--- config.mk ---
export PLATFORM = sky130hd
export DESIGN_NAME = itr_controller
export DESIGN_NICKNAME = d
export VERILOG_FILES = /design/src/rtl/itr_controller.sv
export SDC_FILE = /design/constraint.sdc
export NUM_CORES = 1
export LEC_CHECK = 0
export BUFFER_PORTS_ARGS = -buffer_cell sky130_fd_sc_hd__buf_2
export CAP_MARGIN = 5
export CELL_PAD_IN_SITES_DETAIL_PLACEMENT = 1
export CELL_PAD_IN_SITES_GLOBAL_PLACEMENT = 1
export CORE_MARGIN = 10
export CORE_UTILIZATION = 34
export DETAILED_ROUTE_END_ITERATION = 16
export PLACE_DENSITY_LB_ADDON = 0.1
export SYNTH_ARGS = -nofsm -noshare
export SYNTH_HDL_FRONTEND = slang
export SYNTH_SLANG_ARGS = --single-unit
--- constraint.sdc ---
create_clock -name clk -period 1.66 [get_ports clk]
set_clock_uncertainty 0.15 [all_clocks]
set_input_delay 0.083 -clock clk [delete_from_list [all_inputs] [get_ports clk]]
set_output_delay 0.083 -clock clk [all_outputs]
set_load 0.01 [all_outputs]
--- src/rtl/itr_controller.sv ---
// Interrupt controller: edge-detects NSRC request lines, keeps masked pending bits,
// and raises a one-cycle itr for the lowest pending index, then waits for a software ack.
module itr_controller #(
    parameter int NUBITS = 16,
    parameter int NSRC   = 4,
    parameter int NUIOIN = 2,
    parameter int NUIOOU = 2,
    parameter int STADR  = 0,
    parameter int ACKADR = 0,
    parameter int MSKADR = 1,
    parameter int MINGAP = 4
) (
    input  logic                                      clk,
    input  logic                                      rst,
    input  logic [NSRC-1:0]                           src_req,
    input  logic                                      cpu_req_in,
    input  logic [((NUIOIN > 1) ? $clog2(NUIOIN) : 1)-1:0] cpu_addr_in,
    output logic [NUBITS-1:0]                         cpu_data,
    input  logic                                      cpu_out_en,
    input  logic [((NUIOOU > 1) ? $clog2(NUIOOU) : 1)-1:0] cpu_addr_out,
    input  logic [NUBITS-1:0]                         cpu_io_out,
    output logic                                      itr,
    output logic                                      in_service
);

    localparam int ID_W  = (NSRC > 1) ? $clog2(NSRC) : 1;
    localparam int AI_W  = (NUIOIN > 1) ? $clog2(NUIOIN) : 1;
    localparam int AO_W  = (NUIOOU > 1) ? $clog2(NUIOOU) : 1;
    localparam int GAP_W = (MINGAP > 1) ? $clog2(MINGAP) : 1;

    localparam logic [AI_W-1:0]  ST_A     = AI_W'(STADR);
    localparam logic [AO_W-1:0]  ACK_A    = AO_W'(ACKADR);
    localparam logic [AO_W-1:0]  MSK_A    = AO_W'(MSKADR);
    localparam logic [GAP_W-1:0] GAP_LOAD = GAP_W'(MINGAP - 1);

    typedef enum logic [1:0] {IDLE, FIRE, WAIT, GAP} state_t;

    state_t            state, state_nxt;
    logic [NSRC-1:0]   src_q, pending, mask;
    logic [NSRC-1:0]   evt, elig, clr;
    logic [ID_W-1:0]   cur_id, pick_id;
    logic [GAP_W-1:0]  gap_cnt;
    logic              wr_ack, wr_msk, ack_vld;
    logic              unused_io;

    assign unused_io = ^cpu_io_out;

    assign evt     = src_req & ~src_q;
    assign elig    = pending & mask;
    assign wr_ack  = cpu_out_en && (cpu_addr_out == ACK_A);
    assign wr_msk  = cpu_out_en && (cpu_addr_out == MSK_A);
    assign ack_vld = wr_ack && (state == WAIT);
    assign clr     = ack_vld ? (NSRC'(1) << cur_id) : '0;

    // Lowest index wins: scan downward so the last hit is the smallest index.
    always_comb begin
        pick_id = '0;
        for (int i = NSRC - 1; i >= 0; i--) begin
            if (elig[i]) pick_id = ID_W'(i);
        end
    end

    always_ff @(posedge clk or posedge rst) begin
        if (rst) state <= IDLE;
        else     state <= state_nxt;
    end

    always_comb begin
        state_nxt  = state;
        itr        = 1'b0;
        in_service = 1'b0;
        case (state)
            IDLE: if (|elig) state_nxt = FIRE;
            FIRE: begin
                itr        = 1'b1;
                in_service = 1'b1;
                state_nxt  = WAIT;
            end
            WAIT: begin
                in_service = 1'b1;
                if (ack_vld) state_nxt = GAP;
            end
            GAP:  if (gap_cnt == '0) state_nxt = IDLE;
            default: state_nxt = IDLE;
        endcase
    end

    // Set beats clear on a same-cycle collision because evt is OR'd in last.
    always_ff @(posedge clk or posedge rst) begin
        if (rst) begin
            src_q   <= '0;
            pending <= '0;
            mask    <= '1;
            cur_id  <= '0;
            gap_cnt <= '0;
        end else begin
            src_q   <= src_req;
            pending <= (pending & ~clr) | evt;
            if (wr_msk) mask <= cpu_io_out[NSRC-1:0];
            if (state == IDLE && (|elig)) cur_id <= pick_id;
            if (ack_vld)
                gap_cnt <= GAP_LOAD;
            else if (state == GAP && gap_cnt != '0)
                gap_cnt <= gap_cnt - GAP_W'(1);
        end
    end

    always_comb begin
        cpu_data = '0;
        if (cpu_req_in && (cpu_addr_in == ST_A)) begin
            cpu_data[NUBITS-1] = in_service;
            if (NSRC > 1) cpu_data[ID_W-1:0] = cur_id;
        end
    end

endmodule

==> results.py <==
metrics = {
    "synthesis": {
        "synth_edf_count": 0,
        "synth_seq_area_share_pct": 46.67,
        "synth_flop_cell": "dfrtp_1",
        "synthCells": 92,
        "post-synth-top-count-cell": "dfrtp_1",
        "yosysTopAreaCell": "dfrtp_1",
        "async_reset_ff_share_pct": 100.0,
        "synth_common_cells": "dfrtp_1 (14), buf_4 (13), inv_1 (12)",
        "synth-seq-cells": 18,
        "synth_top_area_share_pct": 35.90,
        "syn_avg_cell_area_sq_um": 10.61,
        "netlist_top_cells_area": "dfrtp_1 (36%), dfstp_2 (11%), buf_4 (10%)",
        "ys_warn_count": 0,
        "syn_area_sq_um": 975.9,
        "yosysUniqueCellTypes": 27,
    },
    "clock_network": {
        "cts_sinks": 18,
        "cts_buffer_depth": 2,
        "cts_tree": "done",
        "cts_buffers": 3,
        "cts-root-buf": "clkbuf_4",
        "clkTransAtPathRegs_ns": 0.11,
        "h-tree-depth": 1,
        "clk_latency_ns": 0.29,
    },
    "routing": {
        "avgViaCountPerCell": 4.561,
        "ant_nets": 0,
        "drt_wl_total_um": 2212,
        "drc": 0,
        "drtIter0Drc": 14,
        "wl_per_cell_um": 14.27,
        "firstDrtPassIters": 4,
        "vias": 707,
    },
    "timing": {
        "report.final.slew_viol_count": 0,
        "period_share_pct": 94.93,
        "worstMarginPinSlew_ns": 0.7086,
        "tns_ns": 0,
        "min_period_ns": 1.576,
        "setup_violations": 0,
        "fmax_mhz": 634.6,
        "rsz0062_at_grt": "no",
        "finalHoldViolCount": 0,
        "fin_ws_ns": 0.08422,
        "slew-limit-headroom_pct": 52.71,
    },
    "layout": {
        "antennaDiodeCount": 0,
        "finalNonFillerCells": 155,
        "n_fill_cell": 327,
        "final_nets": 157,
        "fin_util_pct": 43.74,
        "drive_above_1_share_pct": 33.06,
        "syn_to_final_growth_pct": 23.59,
    },
    "setup_path": {
        "crit_path_start_kind": "flip-flop",
        "required_ns": 1.43,
        "crit_arrival_ns": 1.34,
        "crit_path_end_kind": "output pin",
        "crit_type": "flip-flop to output pin",
        "critPathMaxFanout": 4,
    },
    "global_routing": {
        "grt_first_pass_wirelength_um": 3525,
        "grt_pass1_vias": 761,
        "antenna_found_initial": 0,
        "grt_usage_pct": 8.242,
        "grt_max_degree": 19,
        "overflow": 0,
    },
    "placement": {
        "preCtsSetupSlack_ns": 0.07055,
        "io_buffer_count": 18,
        "placedCellCount": 140,
        "place_congestion": 0.7434,
        "hpwlAfterDp_um": 1718,
    },
    "run_status": {
        "run_status": "finished, final reports clean",
    },
    "die": {
        "die_h_um": 73.58,
        "row_count": 19,
        "num_io_pins": 44,
        "coreArea_sq_mm": 0.002758,
        "initial_utilization_pct": 35.39,
        "die_w_um": 73.58,
        "dieArea_sq_mm": 0.005413,
    },
    "power_and_ir_drop": {
        "power_frac_clock_pct": 16.3,
        "p_per_area_mw_per_mm2": 1394,
        "ir_drop_mv": 0.6867,
        "p_sw_uw": 619.1,
        "power_frac_seq_pct": 40.3,
        "pwr-share-comb_pct": 43.5,
        "p_leak_uw": 0.0006178,
        "p_int_uw": 1062,
        "netSwitchingFraction_pct": 36.82,
    },
    "flow_run": {
        "drv_cap": 0,
    },
    "hold_path": {
        "hp-class": "input pin to flip-flop",
    },
}
[metal layers]
metal | GRT usage, % | wire length, um | up-vias
li1 | - | - | 340
met1 | 9.520 | 945 | 339
met2 | 13.45 | 1053 | 26
met3 | 3.903 | 199 | 2
met4 | 1.863 | 13 | 0
met5 | 0 | 0 | -
[timing repair]
action	4_1_cts	5_1_grt
endpoints found under the setup margin	1	3
hold endpoints to repair	26	0
resized for setup	0	4
buffers inserted	2	0
hold buffers	9	0
[per-stage QoR]
stage / total power, uW / hold WS (ns) / area (sq um)
floorplan: 1154 / -0.1313 / 1021
global placement: 1288 / 0.05532 / 1052
detailed placement: 1340 / 0.05612 / 1052
CTS: 1678 / 0.01443 / 1194
global route: 1825 / 0.04479 / 1206
finish: 1681 / 0.01655 / 1206
[cells by family (layout without fill, tap and decap cells)]
kind of cell / count (synthesis) / count (layout) / synth area share [%]
buffers and inverters: 25 / 45 / 14.61
and+or+nand+nor: 21 / 21 / 11.67
DFF: 18 / 18 / 46.67
AOI/OAI and AO/OA: 14 / 14 / 10.64
muxes: 7 / 7 / 8.333
adders and majority gates: 6 / 6 / 7.692
other: 1 / 13 / 0.3842
[flip-flops by register name (all words and copies together) (netlist names)]
| name | count |
|---|---|
| mask | 4 |
| pending | 4 |
| src_q | 4 |
| cur_id | 2 |
| gap_cnt | 2 |
| state | 2 |
[placed cells by master (no fill, tap or decap), drive strengths merged, types with 2 or more instances in the layout]
cell	Yosys	final
buf	13	20
a22oi	2	2
inv	12	12
dfstp	4	4
nor2	2	2
conb	1	13
nand2b	2	2
nand2	6	6
o21ai	5	5
ha	6	6
dfrtp	14	14
and2	3	3
mux2	6	6
a21oi	2	2
clkbuf	0	4
nand3	5	5
dlygate4sd3	0	9
o31ai	2	2
[worst max-delay path, stage by stage (launching register included)]
cell and delay (ns):
dfrtp_1 0.38, inv_2 0.06, ha_1 0.33, and2_1 0.14
buf_2 0.13
[final cells by class]
class / instances / area, sq um / area share, %
Timing Repair Buffer: 29 / 195.2 / 16.18
Inverter: 12 / 45.04 / 3.734
Tap cell: 31 / 38.79 / 3.216
Clock buffer: 4 / 36.28 / 3.008
Multi-Input combinational cell: 61 / 435.4 / 36.10
Sequential cell: 18 / 455.4 / 37.76
[power by group through the flow]
stage                     Sequential [uW]  Combinational (uW)  Clock (uW)
final                                 677                 731         274
after global routing                  696                 821         308
after floorplan                       652                 502           0
after global placement                683                 605           0
after detailed placement              694                 647           0
after CTS                             673                 719         286
[path summary, 6_finish.rpt]
| kind | start | endpoint | slack, ns | depth (start not counted) |
|---|---|---|---|---|
| setup / recovery | state[0]$_DFFE_PP0P_ | cpu_data[15] | 0.08 | 4 |
| hold / removal | cpu_addr_out | state[0]$_DFFE_PP0P_ | 0.02 | 4 |
| setup reg to reg | state[1]$_DFFE_PP0P_ | pending[0]$_DFF_PP0_ | 0.09 | 5 |
| hold reg to reg | src_q[2]$_DFF_PP0_ | pending[2]$_DFF_PP0_ | 0.27 | 1 |
| max in group asynchronous | rst | pending[3]$_DFF_PP0_ | 0.63 | 3 |
| min in group asynchronous | rst | gap_cnt[1]$_DFFE_PP0P_ | 0.28 | 3 |
No activity file was read; power rests on OpenSTA's default activity.
